===== config.mk =====
export PLATFORM = sky130hd
export DESIGN_NAME = sprite_engine_flat
export DESIGN_NICKNAME = d
export VERILOG_FILES = /design/src/rtl/sprite_engine_if.sv /design/src/rtl/sprite_engine.sv /design/src/flat_wrapper.sv
export SDC_FILE = /design/constraint.sdc
export NUM_CORES = 1
export LEC_CHECK = 0
export BUFFER_PORTS_ARGS = -buffer_cell sky130_fd_sc_hd__clkbuf_2
export CORE_ASPECT_RATIO = 0.5
export CORE_UTILIZATION = 50
export DETAILED_ROUTE_END_ITERATION = 8
export PLACE_DENSITY = 0.67
export SLEW_MARGIN = 20
export SYNTH_ARGS = -nofsm -noshare
export SYNTH_HDL_FRONTEND = slang
export SYNTH_SLANG_ARGS = --single-unit

===== constraint.sdc =====
create_clock -name Clk -period 7.2 [get_ports Clk]
set_input_delay 1.44 -clock Clk [delete_from_list [all_inputs] [get_ports Clk]]
set_output_delay 1.44 -clock Clk [all_outputs]
set_load 0.02 [all_outputs]

===== src/rtl/sprite_engine_if.sv =====
// sprite_engine_if -- bundle of the sprite engine's configuration bus, the
// pixel query inputs and the per-pixel result outputs.
//
// Signals:
//   cfg_we               configuration write strobe
//   cfg_id               sprite index being written
//   cfg_x, cfg_y         new top-left position (10b unsigned)
//   cfg_vx, cfg_vy       new per-frame velocity (4b two's complement)
//   cfg_en               new enable for that sprite
//   DrawX, DrawY         pixel currently being drawn
//   frame_tick           one-cycle pulse per frame
//   hit_mask             per-sprite coverage of the pixel one cycle ago
//   is_sprite            any bit of hit_mask set
//   sprite_id            lowest-index covering sprite (0 when none)
//   sprite_addr          pixel offset inside that sprite's image (0 when none)
//
// Handshake: cfg_we is a single-cycle write strobe with no ready/backpressure.
// Every cycle in which cfg_we is high commits exactly one write, captured
// together with cfg_id/cfg_x/cfg_y/cfg_vx/cfg_vy/cfg_en at that rising edge.
// DrawX/DrawY are sampled every cycle; the result outputs always describe the
// pixel presented on the previous cycle.
//
// modport master : drives configuration and pixel query (video controller)
// modport slave  : the sprite engine itself
interface sprite_engine_if #(
    parameter int N_SPR = 4,
    parameter int IDW   = (N_SPR > 1) ? $clog2(N_SPR) : 1,
    parameter int AW    = 12
);
    logic             cfg_we;
    logic [IDW-1:0]   cfg_id;
    logic [9:0]       cfg_x;
    logic [9:0]       cfg_y;
    logic [3:0]       cfg_vx;
    logic [3:0]       cfg_vy;
    logic             cfg_en;
    logic [9:0]       DrawX;
    logic [9:0]       DrawY;
    logic             frame_tick;
    logic [N_SPR-1:0] hit_mask;
    logic             is_sprite;
    logic [IDW-1:0]   sprite_id;
    logic [AW-1:0]    sprite_addr;

    modport master (
        output cfg_we, cfg_id, cfg_x, cfg_y, cfg_vx, cfg_vy, cfg_en,
        output DrawX, DrawY,
        input  frame_tick, hit_mask, is_sprite, sprite_id, sprite_addr
    );

    modport slave (
        input  cfg_we, cfg_id, cfg_x, cfg_y, cfg_vx, cfg_vy, cfg_en,
        input  DrawX, DrawY,
        output frame_tick, hit_mask, is_sprite, sprite_id, sprite_addr
    );
endinterface


===== src/rtl/sprite_engine.sv =====
// sprite_engine -- N_SPR bouncing sprites with per-pixel hit detection.
//
// Each sprite holds a top-left position and a signed per-frame velocity.
// Once per frame (rising edge of the synchronised vertical sync) every
// enabled sprite steps by its velocity and bounces off the screen edges.
// For every pixel presented on DrawX/DrawY the engine reports, one cycle
// later, which sprites cover it, the highest-priority (lowest index) one,
// and the pixel offset inside that sprite's ROM image.
//
// Ports:
//   Clk        in   system clock, rising edge
//   Reset      in   synchronous, active-high
//   frame_clk  in   vertical sync, asynchronous to Clk, idle high
//   bus        slave modport of sprite_engine_if (config, pixel query, results)
module sprite_engine #(
    parameter int N_SPR = 4,
    parameter int SPR_W = 64,
    parameter int SPR_H = 64,
    parameter int X_MAX = 639,
    parameter int Y_MAX = 479,
    parameter int IDW   = (N_SPR > 1) ? $clog2(N_SPR) : 1,
    parameter int AW    = $clog2(SPR_W * SPR_H)
) (
    input  logic             Clk,
    input  logic             Reset,
    input  logic             frame_clk,
    sprite_engine_if.slave   bus
);

    // Largest legal top-left coordinate on each axis: the sprite's last
    // column/row then lands exactly on X_MAX/Y_MAX.
    localparam logic signed [11:0] LIM_X = 12'(X_MAX + 1 - SPR_W);
    localparam logic signed [11:0] LIM_Y = 12'(Y_MAX + 1 - SPR_H);

    typedef struct packed {
        logic [9:0] pos;
        logic [3:0] vel;
    } axis_t;

    // ------------------------------------------------------------------
    // Frame tick: two synchroniser flops, one edge flop, registered pulse.
    // All three flops reset to 1 (the idle level of vsync) so releasing
    // reset with frame_clk high cannot be mistaken for a rising edge.
    // ------------------------------------------------------------------
    logic sync_a;
    logic sync_b;
    logic sync_c;
    logic tick_q;

    always_ff @(posedge Clk) begin
        if (Reset) begin
            sync_a <= 1'b1;
            sync_b <= 1'b1;
            sync_c <= 1'b1;
            tick_q <= 1'b0;
        end else begin
            sync_a <= frame_clk;
            sync_b <= sync_a;
            sync_c <= sync_b;
            tick_q <= sync_b & ~sync_c;
        end
    end

    assign bus.frame_tick = tick_q;

    // ------------------------------------------------------------------
    // Motion helpers
    // ------------------------------------------------------------------

    // Negate a 4-bit velocity; -8 has no positive counterpart so it
    // saturates to +7.
    function automatic logic [3:0] neg_sat(input logic [3:0] v);
        if (v == 4'b1000) begin
            return 4'b0111;
        end
        return 4'(~v + 4'd1);
    endfunction

    // One frame step on one axis, done in 12-bit signed arithmetic so
    // that stepping below zero or past the limit is visible before
    // clamping. A zero velocity gives n == pos and never flips sign.
    function automatic axis_t step_axis(input logic [9:0]         pos,
                                        input logic [3:0]         vel,
                                        input logic signed [11:0] lim);
        axis_t             r;
        logic signed [11:0] n;
        n     = $signed({2'b00, pos}) + $signed({{8{vel[3]}}, vel});
        r.pos = pos;
        r.vel = vel;
        if (n < 12'sd0) begin
            r.pos = 10'd0;
            r.vel = neg_sat(vel);
        end else if (n > lim) begin
            r.pos = lim[9:0];
            r.vel = neg_sat(vel);
        end else begin
            r.pos = n[9:0];
        end
        return r;
    endfunction

    // ------------------------------------------------------------------
    // Sprite state
    // ------------------------------------------------------------------
    logic [9:0]       spr_x  [N_SPR];
    logic [9:0]       spr_y  [N_SPR];
    logic [3:0]       spr_vx [N_SPR];
    logic [3:0]       spr_vy [N_SPR];
    logic [N_SPR-1:0] spr_en;

    axis_t            nxt_x  [N_SPR];
    axis_t            nxt_y  [N_SPR];
    logic             cfg_valid;

    // Writes to indices beyond the last channel are dropped.
    assign cfg_valid = bus.cfg_we &&
                       ({1'b0, bus.cfg_id} < (IDW + 1)'(N_SPR));

    always_comb begin
        for (int i = 0; i < N_SPR; i++) begin
            nxt_x[i] = step_axis(spr_x[i], spr_vx[i], LIM_X);
            nxt_y[i] = step_axis(spr_y[i], spr_vy[i], LIM_Y);
        end
    end

    // A configuration write takes precedence over motion for the written
    // sprite only; every other enabled sprite still moves on the tick.
    always_ff @(posedge Clk) begin
        if (Reset) begin
            for (int i = 0; i < N_SPR; i++) begin
                spr_x[i]  <= 10'd0;
                spr_y[i]  <= 10'd0;
                spr_vx[i] <= 4'd0;
                spr_vy[i] <= 4'd0;
            end
            spr_en <= '0;
        end else begin
            for (int i = 0; i < N_SPR; i++) begin
                if (cfg_valid && (bus.cfg_id == IDW'(i))) begin
                    spr_x[i]  <= bus.cfg_x;
                    spr_y[i]  <= bus.cfg_y;
                    spr_vx[i] <= bus.cfg_vx;
                    spr_vy[i] <= bus.cfg_vy;
                    spr_en[i] <= bus.cfg_en;
                end else if (tick_q && spr_en[i]) begin
                    spr_x[i]  <= nxt_x[i].pos;
                    spr_vx[i] <= nxt_x[i].vel;
                    spr_y[i]  <= nxt_y[i].pos;
                    spr_vy[i] <= nxt_y[i].vel;
                end
            end
        end
    end

    // ------------------------------------------------------------------
    // Pixel hit test and priority select
    // ------------------------------------------------------------------
    logic [N_SPR-1:0] hit_c;
    logic [AW-1:0]    off_c [N_SPR];
    logic [IDW-1:0]   win_id;
    logic [AW-1:0]    win_addr;

    // Bounds are compared with 11-bit sums so a sprite whose right or
    // bottom edge extends past 1023 does not wrap around to column 0.
    always_comb begin
        logic [9:0] dx;
        logic [9:0] dy;
        dx = 10'd0;
        dy = 10'd0;
        for (int i = 0; i < N_SPR; i++) begin
            hit_c[i] = spr_en[i] &&
                       ({1'b0, bus.DrawX} >= {1'b0, spr_x[i]}) &&
                       ({1'b0, bus.DrawX} <= ({1'b0, spr_x[i]} + 11'(SPR_W - 1))) &&
                       ({1'b0, bus.DrawY} >= {1'b0, spr_y[i]}) &&
                       ({1'b0, bus.DrawY} <= ({1'b0, spr_y[i]} + 11'(SPR_H - 1)));
            dx       = bus.DrawX - spr_x[i];
            dy       = bus.DrawY - spr_y[i];
            off_c[i] = AW'(dy) * AW'(SPR_W) + AW'(dx);
        end
    end

    // Walk from the highest index down so the lowest hit index is the
    // last assignment and therefore wins.
    always_comb begin
        win_id   = '0;
        win_addr = '0;
        for (int i = N_SPR - 1; i >= 0; i--) begin
            if (hit_c[i]) begin
                win_id   = IDW'(i);
                win_addr = off_c[i];
            end
        end
    end

    // ------------------------------------------------------------------
    // Result registers (one cycle after DrawX/DrawY)
    // ------------------------------------------------------------------
    logic [N_SPR-1:0] hit_q;
    logic             any_q;
    logic [IDW-1:0]   id_q;
    logic [AW-1:0]    addr_q;

    always_ff @(posedge Clk) begin
        if (Reset) begin
            hit_q  <= '0;
            any_q  <= 1'b0;
            id_q   <= '0;
            addr_q <= '0;
        end else begin
            hit_q  <= hit_c;
            any_q  <= |hit_c;
            id_q   <= win_id;
            addr_q <= win_addr;
        end
    end

    assign bus.hit_mask    = hit_q;
    assign bus.is_sprite   = any_q;
    assign bus.sprite_id   = id_q;
    assign bus.sprite_addr = addr_q;

endmodule


===== src/flat_wrapper.sv =====
// flat-port wrapper written by rule: the top's interface ports become plain ports
module sprite_engine_flat 
#(
    parameter int N_SPR = 4,
    parameter int SPR_W = 64,
    parameter int SPR_H = 64,
    parameter int X_MAX = 639,
    parameter int Y_MAX = 479,
    parameter int IDW   = (N_SPR > 1) ? $clog2(N_SPR) : 1,
    parameter int AW    = $clog2(SPR_W * SPR_H)
)
  (Clk, Reset, frame_clk, bus_cfg_we, bus_cfg_id, bus_cfg_x, bus_cfg_y, bus_cfg_vx, bus_cfg_vy, bus_cfg_en, bus_DrawX, bus_DrawY, bus_frame_tick, bus_hit_mask, bus_is_sprite, bus_sprite_id, bus_sprite_addr);
  sprite_engine_if #(.N_SPR(N_SPR), .IDW(IDW), .AW(AW)) bus_i ();
  input  logic Clk;
  input  logic Reset;
  input  logic frame_clk;
  input wire logic [$bits(bus_i.cfg_we)-1:0] bus_cfg_we;
  input wire logic [$bits(bus_i.cfg_id)-1:0] bus_cfg_id;
  input wire logic [$bits(bus_i.cfg_x)-1:0] bus_cfg_x;
  input wire logic [$bits(bus_i.cfg_y)-1:0] bus_cfg_y;
  input wire logic [$bits(bus_i.cfg_vx)-1:0] bus_cfg_vx;
  input wire logic [$bits(bus_i.cfg_vy)-1:0] bus_cfg_vy;
  input wire logic [$bits(bus_i.cfg_en)-1:0] bus_cfg_en;
  input wire logic [$bits(bus_i.DrawX)-1:0] bus_DrawX;
  input wire logic [$bits(bus_i.DrawY)-1:0] bus_DrawY;
  output wire logic [$bits(bus_i.frame_tick)-1:0] bus_frame_tick;
  output wire logic [$bits(bus_i.hit_mask)-1:0] bus_hit_mask;
  output wire logic [$bits(bus_i.is_sprite)-1:0] bus_is_sprite;
  output wire logic [$bits(bus_i.sprite_id)-1:0] bus_sprite_id;
  output wire logic [$bits(bus_i.sprite_addr)-1:0] bus_sprite_addr;
  assign bus_i.cfg_we = bus_cfg_we;
  assign bus_i.cfg_id = bus_cfg_id;
  assign bus_i.cfg_x = bus_cfg_x;
  assign bus_i.cfg_y = bus_cfg_y;
  assign bus_i.cfg_vx = bus_cfg_vx;
  assign bus_i.cfg_vy = bus_cfg_vy;
  assign bus_i.cfg_en = bus_cfg_en;
  assign bus_i.DrawX = bus_DrawX;
  assign bus_i.DrawY = bus_DrawY;
  assign bus_frame_tick = bus_i.frame_tick;
  assign bus_hit_mask = bus_i.hit_mask;
  assign bus_is_sprite = bus_i.is_sprite;
  assign bus_sprite_id = bus_i.sprite_id;
  assign bus_sprite_addr = bus_i.sprite_addr;
  sprite_engine #(.N_SPR(N_SPR), .SPR_W(SPR_W), .SPR_H(SPR_H), .X_MAX(X_MAX), .Y_MAX(Y_MAX), .IDW(IDW), .AW(AW)) u_core (.Clk(Clk), .Reset(Reset), .frame_clk(frame_clk), .bus(bus_i));
endmodule

; Yosys cells after proc, flatten, opt, wreduce, memory -nomap -nowiden
; Memory sizes are Yosys's and may differ from the RTL's.
; Cells that the tools add are included.
[word_totals]
mem_count = 4
ramBits = 112
inputBits = 55
regBits = 27
output_inout_bits = 20
[memory_table]
columns = memory, depth, word_bits, rd, rd_clocked_by_memory_dff, wr, line
row1 = u_core.spr_x, 4, 10, 4, 0, 4, sprite_engine.sv:105  ; logic [9:0] spr_x [N_SPR];
row2 = u_core.spr_y, 4, 10, 4, 0, 4, sprite_engine.sv:106  ; logic [9:0] spr_y [N_SPR];
row3 = u_core.spr_vx, 4, 4, 4, 0, 4, sprite_engine.sv:107  ; logic [3:0] spr_vx [N_SPR];
row4 = u_core.spr_vy, 4, 4, 4, 0, 4, sprite_engine.sv:108  ; logic [3:0] spr_vy [N_SPR];
[classes]
n_lt_le_gt_ge = 32
n_reduce_logical = 28
add_sub_neg = 36
mux = 149
n_eq_ne = 11
bitwise_logic = 42
[ops]
columns = operator, count
row1 = 2-to-1 mux 10 bit, 24
row2 = 2-to-1 mux 4 bit, 48
row3 = 2-to-1 mux 14 bit, 8
row4 = adder 11 x 4 -> 12 bit, 8
row5 = "less-than comparator 12 x 1 -> 1 bit, second input constant", 8
row6 = "adder 10 x 6 -> 11 bit, second input constant", 8
row7 = <= comparator 10 x 11 -> 1 bit, 8
row8 = >= comparator 10 bit, 8
row9 = 2-to-1 mux 1 bit, 63
row10 = adder 12 x 10 -> 12 bit, 4
row11 = "> comparator 12 x 10 -> 1 bit, second input constant", 4
row12 = "> comparator 12 x 11 -> 1 bit, second input constant", 4
row13 = 2-to-1 mux 12 bit, 4
row14 = subtractor 10 bit, 4
row15 = "adder 4 x 1 -> 4 bit, second input constant", 8
row16 = "== test 4 bit, second input constant", 8
row17 = NOT 4 bit, 8
row18 = OR 1 bit, 32
row19 = logical AND 1 bit, 24
row20 = subtractor 6 bit, 4
row21 = "== test 2 bit, second input constant", 2
row22 = 2-to-1 mux 2 bit, 2
row23 = OR reduction 4 bit, 1
row24 = OR reduction 3 bit, 1
row25 = other kinds (5), 5

; Depth between registers and ports, before layout
; Gate-level depths: netlist of the first run.
; An unclocked memory read counts as a cell.
[logic_depth]
ltp_word = 10
mapped_depth = 19

; Least setup slack after synthesis of the first run
; No wires, ideal clock.
[synth_timing]
kind = input-to-reg
startpoint = input port bus_DrawX[0]
endpoint = register u_core.addr_q[11], in the netlist u_core.bus.sprite_addr[11]
path_buffers = 0
setup_time_ns = 0.087
cell_stages = 19
path_slack_ns = 2.658
t_arrival_ns = 4.455
required_time_ns = 7.113
cell_sequence = inv_1 ha_1 nor2b_1 o21ai_0 a21boi_0 o21ai_0 a21boi_0 o21a_1 or2_2 xor2_1 ha_1 a21o_1 a21oi_1 nor2b_1 o21ai_0 xnor2_1 xnor2_1 nor2_1 o31ai_1
[synth_via]
elab_chain_cells = 9
elab_cells_between_ends = 36
classes_between = add/sub (8) / order compare (8) / mux (4) / reduce/logical (16)
[synth_rtl]
columns = element, line
row1 = from (decl), flat_wrapper.sv:24  ; input wire logic [$bits(bus_i.DrawX)-1:0] bus_DrawX;
row2 = branches (longest 8 deep; another with adder 12 x 10 -> 12 bit), -
row3 = 2-to-1 mux 12 bit (*), sprite_engine.sv:188  ; if (hit_c[i]) begin
row4 = to (signal assigned), sprite_engine.sv:213  ; addr_q <= win_addr;
row5 = to (decl), sprite_engine.sv:201  ; logic [AW-1:0] addr_q;
; Every way passes the cells marked *.
; A chain may end at the register's enable or synchronous reset.

; Final worst setup path of the first run
[layout_timing]
startpoint = input port bus_DrawX[1]
endpoint = register u_core.addr_q[11], in the netlist u_core.bus.sprite_addr[11]
; Same word-level chain as after synthesis.

==> run summary, run 1 <==
=========================================================================================
Post-detailed-route via-to-cell ratio                                               6.145
Main synth FF type                                                               edfxtp_1
Launching element type of the critical path                                     input pin
Via count of the routed design                                                      15810
PortBufs                                                                               74
Fraction of layout instances using a drive strength above 1                        8.021%
Max-slew headroom                                                                  29.82%
Vert. Die Dim                                                                    134.2 um
Series of cell instances along the critical path                             clkbuf_2 -> ha_1 -> nor2b_1 -> o21ai_0 -> a21boi_0 -> o21ai_0 -> a21boi_0 -> o21a_1 -> or2_2 -> o311ai_0 -> ha_1 -> nor2b_1 -> o21ai_0 -> xnor2_1 -> xnor2_1 -> nor2_1 -> o31ai_1
Worst R2R Start                                                              u_core.spr_y[0][1]$_SDFFCE_PN0P_
Total power draw                                                                 3.160 mW
Cell type with the largest total area after synthesis                                ha_1
Final HPWL from detailed placement                                               41700 um
Fraction of post-synthesis cell area in the top cell type by area                  20.03%
Last element of the critical path                                            u_core.bus.sprite_addr[11]$_SDFF_PP0_
Pins over their slew limit                                                              0
Endpoint of the lowest-slack register-to-register path                       u_core.bus.sprite_addr[2]$_SDFF_PP0_
Minimum clock period                                                             5.008 ns
Static leakage                                                                   8.179 nW
Total number of yosys warnings                                                          0
DR pass1 iterations                                                                     5
Count of H-tree levels built during CTS                                                 4
Setup fix buffers added after clock tree synthesis                                      0
Data required time of the critical path                                           7.57 ns
Setup slack at placement                                                         1.854 ns
Cell Area, Synth                                                              0.01749 mm2
Die footprint                                                                 0.03577 mm2
Avg WL per Cell                                                                  20.49 um
Number of resized instances in the post-cts repair step                                 0
Detailed-route wire length                                                       52690 um
Post-Syn Nets                                                                        2378
Standard cell with the maximum stage delay on the critical path                  o311ai_0
Worst setup margin                                                               2.192 ns
Max-cap viol count                                                                      0
Core Footprint                                                                0.03375 mm2
CP max FO                                                                              10
Commonest non-fill, non-tap cell in the layout                                       ha_1
Final Net Count                                                                      2449
Relative area change from synthesis to final layout                                8.543%
Number of register bits inferred by synthesis                                         139
RSZ-0062 raised after global routing                                                false
Number of library cell types mapped by synthesis                                       93
Largest cells by area after synthesis                                        ha_1 20%, edfxtp_1 19%, xnor2_1 6.7%, inv_1 3.9%, a21oi_1 3.5%
TritonCTS clock tree                                                                 done
Proportion of register bits with asynchronous set or reset after synthesis             0%
Number of enable flip-flop cells after synthesis                                      112
Initial antenna violation count                                                         0
Ant. Diodes                                                                             0
Final Cycle Share                                                                  69.55%
Largest net degree at the start of global routing                                      29
Clock latency on the worst-skew pair                                              0.45 ns
Initial core utilization                                                           51.81%
Remaining routing DRC violations                                                        0
Share of the core filled with cells in the final layout                            56.23%
Count of hold buffers inserted by post-cts repair                                       0
Critical path endpoint category                                                  register
Cell repeated most along the worst path                                           o21ai_0
Antenna-violating nets left                                                             0
Mapped Cells                                                                         2023
Setup-failing EPs final                                                                 0
Number of buffers added by the clock tree synthesis step                               17
Hold violation count in the final report                                                0
Crit path launch                                                             bus_DrawX[1]
Horizontal extent of the die                                                     266.5 um
Slowest Stage Delay on Critical Path                                              0.66 ns
Clock sink count                                                                      139
Critical path arrival                                                             5.37 ns
1st-iter DRT viols                                                                   1395
Worst Setup Path Type                                                              in2reg
Clock root buffer                                                               clkbuf_16
Syn Area/Cell                                                                   8.645 um2
Worst Skew                                                                     0.01063 ns
Peak supply drop                                                                0.1721 mV
CTS clock-pin slew for the worst setup and hold paths                             0.07 ns
Top-level port count                                                                   75
Deepest clock path buffer count                                                         2
Path class of the lowest-slack min-delay path                                     reg2reg
Number of fillers in the final layout                                                3159
Number of global-route vias before repair                                           14600
Setup TNS                                                                            0 ns
Sequential element share of the synthesized area                                   22.32%
Aggregate global routing overflow                                                       0
Commonest non-fill, non-tap cells in the layout                              280 x ha_1, 183 x inv_1, 151 x nand2_1
Power density normalized to cell area                                        166.5 mW/mm2
Reg-to-reg setup timing slack                                                     2.54 ns
Status                                                                       complete, no violations
Worst reg-to-reg path cell count                                                       13
Number of placement rows                                                               47
First-pass GRT wire length                                                       81250 um
Total routing resource utilization after global routing                            29.65%
RePlAce Congestion                                                                 0.9488
Maximum frequency from static timing analysis                                   199.7 MHz
Transition time at the pin with the least slew margin                            1.052 ns
=========================================================================================
==> stage by stage <==
stage	cells	instance area, um2	hold WS, ns
after detailed placement	2540	18370	0.3847
after floorplan	2023	17490	0.3721
final	2572	18980	0.3900
after CTS	2572	18980	0.3925
after global placement	2540	18370	0.3831
after global routing	2572	18980	0.4104
==> power by group <==
| part | leakage [nW] | switching, mW | internal [mW] |
|---|---|---|---|
| registers | 1.39 | 0.0634 | 0.911 |
| clock network | 0.292 | 0.392 | 0.554 |
| logic | 6.50 | 0.720 | 0.519 |
==> registers in the layout, indices dropped and copies added (netlist names) <==
name and count:
u_core.bus.sprite_id 2, u_core.sync_c 1, u_core.bus.is_sprite 1, u_core.spr_vx 16, u_core.spr_en 4, u_core.bus.frame_tick 1, u_core.spr_vy 16, u_core.sync_b 1
u_core.sync_a 1, u_core.bus.hit_mask 4, u_core.bus.sprite_addr 12, u_core.spr_x 40, u_core.spr_y 40
==> critical path, delay by kind of cell <==
kind,cells,cell delay [ns]
AND/OR/NAND/NOR,4,0.67
buffers and inverters,1,0.22
AO/OA/AOI/OAI,8,1.99
adder cells (fa/ha/maj),2,0.74
XOR/XNOR,2,0.30
==> cells in the mapped netlist, types with 15 or more instances <==
library cell,count
inv_1,183
a32o_1,18
nor2_1,114
a22o_1,53
dfxtp_1,27
nor3_1,66
a21oi_1,121
xor2_1,32
and3_1,22
o21ai_0,101
nand4_1,30
a31oi_1,20
nand2_1,152
o21a_1,39
o21ai_1,16
nand3_1,50
ha_1,280
nand2b_1,24
o211ai_1,15
edfxtp_1,112
a21o_1,55
o21bai_1,19
xnor2_1,134
a211oi_1,19
fa_1,20
or3_1,15
clkbuf_1,24
nor2b_1,22
a22oi_1,19
==> cell families (layout without fill, tap and decap cells) <==
kind of cell | Yosys count | count (layout) | share of synthesized area [%]
simple gates | 584 | 584 | 17.14
flops | 139 | 139 | 22.32
buf+inv | 212 | 296 | 4.693
fa+ha+maj | 300 | 300 | 22.32
mux | 9 | 9 | 0.5294
compound gates | 613 | 613 | 24.68
xor+xnor | 166 | 166 | 8.314
==> how the worst min path moves through the flow <==
stage                                        start                               end  slack (ns)  depth (start not counted)
final                     u_core.sync_c$_SDFF_PP1_  u_core.bus.frame_tick$_SDFF_PP0_        0.39                          1
after global routing      u_core.sync_c$_SDFF_PP1_  u_core.bus.frame_tick$_SDFF_PP0_        0.41                          1
after CTS                 u_core.sync_c$_SDFF_PP1_  u_core.bus.frame_tick$_SDFF_PP0_        0.39                          1
after detailed placement  u_core.sync_c$_SDFF_PP1_  u_core.bus.frame_tick$_SDFF_PP0_        0.38                          1
after global placement    u_core.sync_c$_SDFF_PP1_  u_core.bus.frame_tick$_SDFF_PP0_        0.38                          1
after floorplan           u_core.sync_c$_SDFF_PP1_  u_core.bus.frame_tick$_SDFF_PP0_        0.37                          1
==> routing by layer <==
metal	share of wire [%]	global-route usage [%]
met1	48	42.98
met4	2.6	9.100
met5	0	0
met3	8.9	6.462
met2	41	43.59
==> layout make-up <==
cell class	instances	area (um2)	share of cell area (%)
flip-flops and latches	139	3904	20.57
clock inverters	14	171.4	0.9030
clock buffers	18	439.2	2.314
repair buffers	81	422.9	2.228
multi-input cells	1672	12780	67.31
well taps	465	581.8	3.065
inverters	183	686.9	3.619
Note: power is estimated with default switching activity, not from simulation.
==> inputs of run 2 (changes only) <==
--- a/config.mk
+++ b/config.mk
@@ -5,11 +5,12 @@
 export SDC_FILE = /design/constraint.sdc
 export NUM_CORES = 1
 export LEC_CHECK = 0
+export ABC_AREA = 1
 export BUFFER_PORTS_ARGS = -buffer_cell sky130_fd_sc_hd__clkbuf_2
 export CORE_ASPECT_RATIO = 0.5
 export CORE_UTILIZATION = 50
 export DETAILED_ROUTE_END_ITERATION = 8
-export PLACE_DENSITY = 0.67
+export PLACE_DENSITY = 0.69
 export SLEW_MARGIN = 20
 export SYNTH_ARGS = -nofsm -noshare
 export SYNTH_HDL_FRONTEND = slang
==> constraint.sdc (replaced) <==
create_clock -name Clk -period 4.15 [get_ports Clk]
set_input_delay 0.83 -clock Clk [delete_from_list [all_inputs] [get_ports Clk]]
set_output_delay 0.83 -clock Clk [all_outputs]
set_load 0.02 [all_outputs]
==> run 2 against run 1 <==
Effect of this change: sequential share of layout area decreased by 1.3 points; via count is 16% higher; non-clock buffer count increased by 21; combinational power up 73%; critical endpoint unchanged; register-to-register slack got worse by 2.0 ns; synthesized cell count up 34%; global-route usage up 1.2 points; final cell count is 28% higher; flip-flop and latch count did not move.
==> run summary, run 2 <==
=========================================================================================
Top-level port count                                                                   75
Die footprint                                                                 0.03821 mm2
Number of enable flip-flop cells after synthesis                                      112
Critical path arrival                                                             4.03 ns
Launching element type of the critical path                                      register
Cell type with the largest total area after synthesis                                ha_1
Main synth FF type                                                               edfxtp_1
Total routing resource utilization after global routing                            30.87%
Number of register bits inferred by synthesis                                         139
RePlAce Congestion                                                                 0.9844
Setup slack at placement                                                        0.2312 ns
Relative area change from synthesis to final layout                                8.661%
Static leakage                                                                   10.37 nW
Final Cycle Share                                                                  87.74%
Transition time at the pin with the least slew margin                           0.7139 ns
Number of library cell types mapped by synthesis                                       56
Largest regs                                                                 u_core.spr_x x40, u_core.spr_y x40
Antenna-violating nets left                                                             0
DP Area                                                                       0.01975 mm2
Power density normalized to cell area                                        262.3 mW/mm2
Commonest cells in the synthesized netlist                                   701 x nand2_1, 402 x inv_1, 280 x ha_1, 232 x a21oi_1, 192 x nor2_1
Final HPWL from detailed placement                                               48360 um
Critical path endpoint category                                                  register
Number of global-route vias before repair                                           17010
Vert. Die Dim                                                                    138.7 um
Via count of the routed design                                                      18300
Mapped Cells                                                                         2709
Core Footprint                                                                0.03636 mm2
Largest cells by area after synthesis                                        ha_1 19%, edfxtp_1 18%, nand2_1 14%, inv_1 8.1%, a21oi_1 6.2%
TritonCTS clock tree                                                                 done
Worst setup margin                                                              0.5090 ns
Peak supply drop                                                                0.3201 mV
Max-cap viol count                                                                      0
Remaining routing DRC violations                                                        0
Maximum frequency from static timing analysis                                   274.6 MHz
Setup TNS                                                                            0 ns
Count of hold buffers inserted by post-cts repair                                       0
RSZ-0062 raised after global routing                                                false
Total non-filler cell area in the finished layout                             0.02031 mm2
Final Net Count                                                                      3157
Clock sink count                                                                      139
Commonest non-fill, non-tap cells in the layout                              701 x nand2_1, 402 x inv_1, 280 x ha_1
Status                                                                       complete, no violations
Post-detailed-route via-to-cell ratio                                               5.547
Syn Area/Cell                                                                   6.900 um2
Proportion of register bits with asynchronous set or reset after synthesis             0%
Sequential element share of the synthesized area                                   20.88%
Clock root buffer                                                               clkbuf_16
Worst Setup Path Type                                                             reg2reg
Horizontal extent of the die                                                     275.4 um
Minimum clock period                                                             3.641 ns
Fraction of layout instances using a drive strength above 1                        7.818%
Clock latency on the worst-skew pair                                              0.46 ns
Largest net degree at the start of global routing                                      30
Avg WL per Cell                                                                  17.68 um
Number of placement rows                                                               49
First-pass GRT wire length                                                       90590 um
Initial antenna violation count                                                         2
Setup-failing EPs final                                                                 0
Post-Syn Nets                                                                        3064
Path class of the lowest-slack min-delay path                                     reg2reg
CTS clock-pin slew for the worst setup and hold paths                             0.06 ns
Initial core utilization                                                           51.42%
Data required time of the critical path                                           4.54 ns
Hold violation count in the final report                                                0
Dominant cell by count in the synthesized netlist                                 nand2_1
CP max FO                                                                               4
Deepest clock path buffer count                                                         2
Total power draw                                                                 5.329 mW
Total number of yosys warnings                                                          0
Number of buffers added by the clock tree synthesis step                               17
Setup fix buffers added after clock tree synthesis                                      0
Count of H-tree levels built during CTS                                                 4
Share of the core filled with cells in the final layout                            55.87%
DR pass1 iterations                                                                     7
Pins over their slew limit                                                              0
Worst Skew                                                                     0.01724 ns
Number of resized instances in the post-cts repair step                                 0
Max-slew headroom                                                                  52.23%
1st-iter DRT viols                                                                   1354
Cell Area, Synth                                                              0.01869 mm2
Fraction of post-synthesis cell area in the top cell type by area                  18.74%
Aggregate global routing overflow                                                       0
PortBufs                                                                               74
Detailed-route wire length                                                       58320 um
Commonest non-fill, non-tap cell in the layout                                    nand2_1
=========================================================================================
## run 2: cell count changes in the layout (fill, tap and decap cells not counted), moves of 38 or more
| cell | delta |
|---|---|
| inv_1 | +219 |
| nand3_1 | +139 |
| nand2_1 | +550 |
| o21ai_0 | -38 |
| xor2_1 | +81 |
| nor2_1 | +81 |
| xnor2_1 | -84 |
| a21o_1 | -41 |
| a21oi_1 | +111 |
| a22o_1 | -53 |
## run 2: power breakdown
part | internal [mW] | switching [mW]
logic | 0.799 | 1.34
registers | 1.57 | 0.104
clock network | 0.830 | 0.684
## run 2: final timing paths
| kind | from | to | slack [ns] | cells after the start |
|---|---|---|---|---|
| worst max-delay path | u_core.spr_x[0][11]$_SDFFCE_PN0P_ | u_core.bus.sprite_addr[11]$_SDFF_PP0_ | 0.51 | 21 |
| worst min-delay path | u_core.sync_c$_SDFF_PP1_ | u_core.bus.frame_tick$_SDFF_PP0_ | 0.39 | 1 |
| worst max register to register | u_core.spr_x[0][11]$_SDFFCE_PN0P_ | u_core.bus.sprite_addr[11]$_SDFF_PP0_ | 0.51 | 21 |
| worst min register to register | u_core.sync_c$_SDFF_PP1_ | u_core.bus.frame_tick$_SDFF_PP0_ | 0.39 | 1 |
## run 2: layout make-up
type	count	area (um2)
Timing Repair Buffer	102	580.6
Clock inverter	14	137.6
Sequential cell	139	3904
Clock buffer	17	425.4
Fill cell	3608	16040
Inverter	417	1565
Antenna cell	1	2.502
Tap cell	484	605.6
Multi-Input combinational cell	2125	13090
## run 2: metal layers
layer / GRT usage, % / up-vias / wire length (um)
met3: 10.84 / 86 / 6941
met4: 7.589 / 2 / 1137
met1: 43.38 / 8445 / 26950
met5: 0 / - / 13
met2: 44.70 / 617 / 23270
li1: - / 9150 / -
## run 2: metrics by stage
stage	hold WS, ns	instances
2_1_floorplan	0.3727	2709
3_3_place_gp	0.3758	3267
3_5_place_dp	0.3797	3267
4_1_cts	0.3879	3298
5_1_grt	0.4048	3298
6_report	0.3871	3299
## run 2: worst max-delay path, cell delays in order, from the launching register on
cell	delay [ns]
edfxtp_1	0.51
inv_1	0.14
ha_1	0.31
nand2_1	0.05
o21ai_0	0.28
a21o_1	0.17
a21oi_1	0.08
o21ai_0	0.27
xor2_1	0.24
inv_1	0.07
ha_1	0.29
nand2_1	0.06
nor2_1	0.04
a211oi_1	0.26
nor2_1	0.06
o21ai_0	0.22
nand3_1	0.11
nand2_1	0.08
nor2_1	0.04
nor2_1	0.17
nand2_1	0.08
nand2_1	0.05
## run 2: cell families after synthesis
| logic type | count (synthesis) | share of synthesized area (%) |
|---|---|---|
| and+or+nand+nor | 1269 | 29.70 |
| AOI/OAI and AO/OA | 391 | 11.63 |
| buffers and inverters | 445 | 9.096 |
| xor gates and xnor gates | 165 | 7.811 |
| adders and majority gates | 300 | 20.88 |
| DFF | 139 | 20.88 |
==> inputs of run 3 (changes only) <==
--- a/config.mk
+++ b/config.mk
@@ -10,7 +10,7 @@
 export CORE_ASPECT_RATIO = 0.5
 export CORE_UTILIZATION = 50
 export DETAILED_ROUTE_END_ITERATION = 8
-export PLACE_DENSITY = 0.69
+export PLACE_DENSITY_LB_ADDON = 0.05
 export SLEW_MARGIN = 20
 export SYNTH_ARGS = -nofsm -noshare
 export SYNTH_HDL_FRONTEND = slang
==> run 3 against run 2 <==
Effect of this change: sequential share of layout area decreased by 0.065 points; hold slack better by 0.0072 ns; first-iteration DRC count grew 18%; non-clock buffer count increased by 8; via count is 0.91% lower; clock-buffer cell count is 9 higher; critical path depth is 2 lower; combinational power about the same; wire length rose by 5.7%; clock skew decreased by 0.0096 ns; fmax down 0.40%; global-route usage grew 1.8 points; largest cell class unchanged.
==> run summary, run 3 (synthesized netlist as in run 2, its figures left out) <==
==============================================================================
Status                                                            complete, no violations
Static leakage                                                        10.42 nW
Number of fillers in the final layout                                     3671
Final Net Count                                                           3165
Pins over their slew limit                                                   0
Post-detailed-route via-to-cell ratio                                    5.482
Clock network fraction of design power                                   28.8%
Cell family with the largest share of critical-path delay         simple AND/OR/NAND/NOR gates
Largest net degree at the start of global routing                           27
Critical path endpoint category                                       register
Clock latency on the worst-skew pair                                   0.45 ns
Smallest hold slack                                                  0.3942 ns
Aggregate global routing overflow                                            0
Number of buffers added by the clock tree synthesis step                    17
Antenna-violating nets left                                                  0
Setup slack at placement                                             0.2317 ns
Count of H-tree levels built during CTS                                      4
Data required time of the critical path                                4.51 ns
DR pass1 iterations                                                          5
Relative area change from synthesis to final layout                     9.029%
Logic gate share of total power                                          40.1%
CTS clock-pin slew for the worst setup and hold paths                  0.06 ns
Die footprint                                                      0.03821 mm2
Number of resized instances in the post-cts repair step                      0
Detailed-route wire length                                            61610 um
Internal power                                                        3.280 mW
Number of global-route vias before repair                                16720
Max-cap viol count                                                           0
Vert. Die Dim                                                         138.7 um
Commonest non-fill, non-tap cell in the layout                         nand2_1
Via count of the routed design                                           18130
CP max FO                                                                    8
Crit path launch                                                  u_core.spr_x[0][31]$_DFFE_PP_
Total routing resource utilization after global routing                 32.64%
RSZ-0062 raised after global routing                                     false
Count of hold buffers inserted by post-cts repair                            0
Initial antenna violation count                                              4
DP Cell Count                                                             3275
Final Cycle Share                                                       88.09%
Uppermost signal routing layer after detailed routing                     met5
Commonest non-fill, non-tap cells in the layout                   701 x nand2_1, 402 x inv_1, 280 x ha_1
Maximum frequency from static timing analysis                        273.5 MHz
Fraction of layout instances using a drive strength above 1             7.935%
Power density normalized to cell area                             265.1 mW/mm2
Worst setup margin                                                   0.4942 ns
Path class of the lowest-slack min-delay path                          reg2reg
Total power draw                                                      5.402 mW
Remaining routing DRC violations                                             0
Final HPWL from detailed placement                                    51040 um
Met2 routed wirelength                                                23730 um
Clock sink count                                                           139
Non-filler instance count after layout                                    3308
1st-iter DRT viols                                                        1596
TritonCTS clock tree                                                      done
Cell repeated most along the worst path                                nand2_1
Sequential fraction of design power                                      31.1%
Setup-failing EPs final                                                      0
Largest regs                                                      u_core.spr_x x40, u_core.spr_y x40
Transition time at the pin with the least slew margin                0.8073 ns
PortBufs                                                                    74
Clock root buffer                                                    clkbuf_16
Max-slew headroom                                                       46.12%
Horizontal extent of the die                                          275.4 um
Launching element type of the critical path                           register
Start point of the worst hold path                                u_core.sync_c$_SDFF_PP1_
RePlAce Congestion                                                      0.9893
Switching power as a share of total power                               39.28%
Series of cell instances along the critical path                  inv_1 -> nand3_1 -> nor2_1 -> nand2_1 -> o21ai_0 -> nor3_1 -> xor2_1 -> ha_1 -> and3_1 -> nand3_1 -> nand2_1 -> inv_1 -> nand2_1 -> nand3_2 -> nor2_4 -> nand2_2 -> o21ai_1 -> nand2_1 -> a21oi_2
Buf/Inv on CP                                                                2
Net switching power of the design                                     2.122 mW
Minimum clock period                                                  3.656 ns
Hold violation count in the final report                                     0
Worst R2R Start                                                   u_core.spr_x[0][31]$_DFFE_PP_
Core Footprint                                                     0.03636 mm2
Worst Skew                                                         0.007596 ns
Peak supply drop                                                     0.2635 mV
First-pass GRT wire length                                            94490 um
Met3 WL post-DR                                                        6301 um
Setup TNS                                                                 0 ns
Worst Setup Path Type                                                  reg2reg
Setup fix buffers added after clock tree synthesis                           0
Initial core utilization                                                51.42%
Standard cell with the maximum stage delay on the critical path       edfxtp_1
Critical path arrival                                                  4.02 ns
Avg WL per Cell                                                       18.63 um
Slowest Stage Delay on Critical Path                                   0.39 ns
Top-level port count                                                        75
Wl on met1                                                            30510 um
Deepest clock path buffer count                                              2
Number of placement rows                                                    49
==============================================================================
-- run 3: area by class of cell --
cell class / count / area, um2 / share of cell area, %
Antenna cell: 1 / 2.502 / 0.01228
Multi-Input combinational cell: 2125 / 13090 / 64.23
Sequential cell: 139 / 3904 / 19.15
Timing Repair Buffer: 110 / 640.6 / 3.143
Tap cell: 484 / 605.6 / 2.971
Inverter: 417 / 1565 / 7.680
Clock inverter: 6 / 61.31 / 0.3008
Clock buffer: 26 / 510.5 / 2.505
-- run 3: path summary, 6_finish.rpt --
check        slack, ns  cells after the start                                    to
min               0.39                      1      u_core.bus.frame_tick$_SDFF_PP0_
min reg2reg       0.39                      1      u_core.bus.frame_tick$_SDFF_PP0_
max               0.49                     19  u_core.bus.sprite_addr[2]$_SDFF_PP0_
max reg2reg       0.49                     19  u_core.bus.sprite_addr[2]$_SDFF_PP0_
-- run 3: layer usage --
| metal | GRT usage (%) | vias up |
|---|---|---|
| li1 | - | 9162 |
| met1 | 49.00 | 8347 |
| met2 | 45.28 | 565 |
| met3 | 9.384 | 57 |
| met4 | 7.357 | 2 |
| met5 | 0 | - |
-- run 3: metrics by stage --
step	area, um2	util, %
2_1_floorplan	18690	-
3_3_place_gp	19810	54.48
3_5_place_dp	19810	54.48
4_1_cts	20380	56.05
5_1_grt	20380	56.05
6_report	20380	56.06
-- run 3: power by group through the flow --
stage          Sequential [mW]  Combinational, mW  Clock (mW)
2_1_floorplan             1.66               1.59           0
6_report                  1.68               2.17        1.55
5_1_grt                   1.69               2.46        1.62
3_3_place_gp              1.70               2.11           0
3_5_place_dp              1.70               2.12           0
4_1_cts                   1.67               2.13        1.57
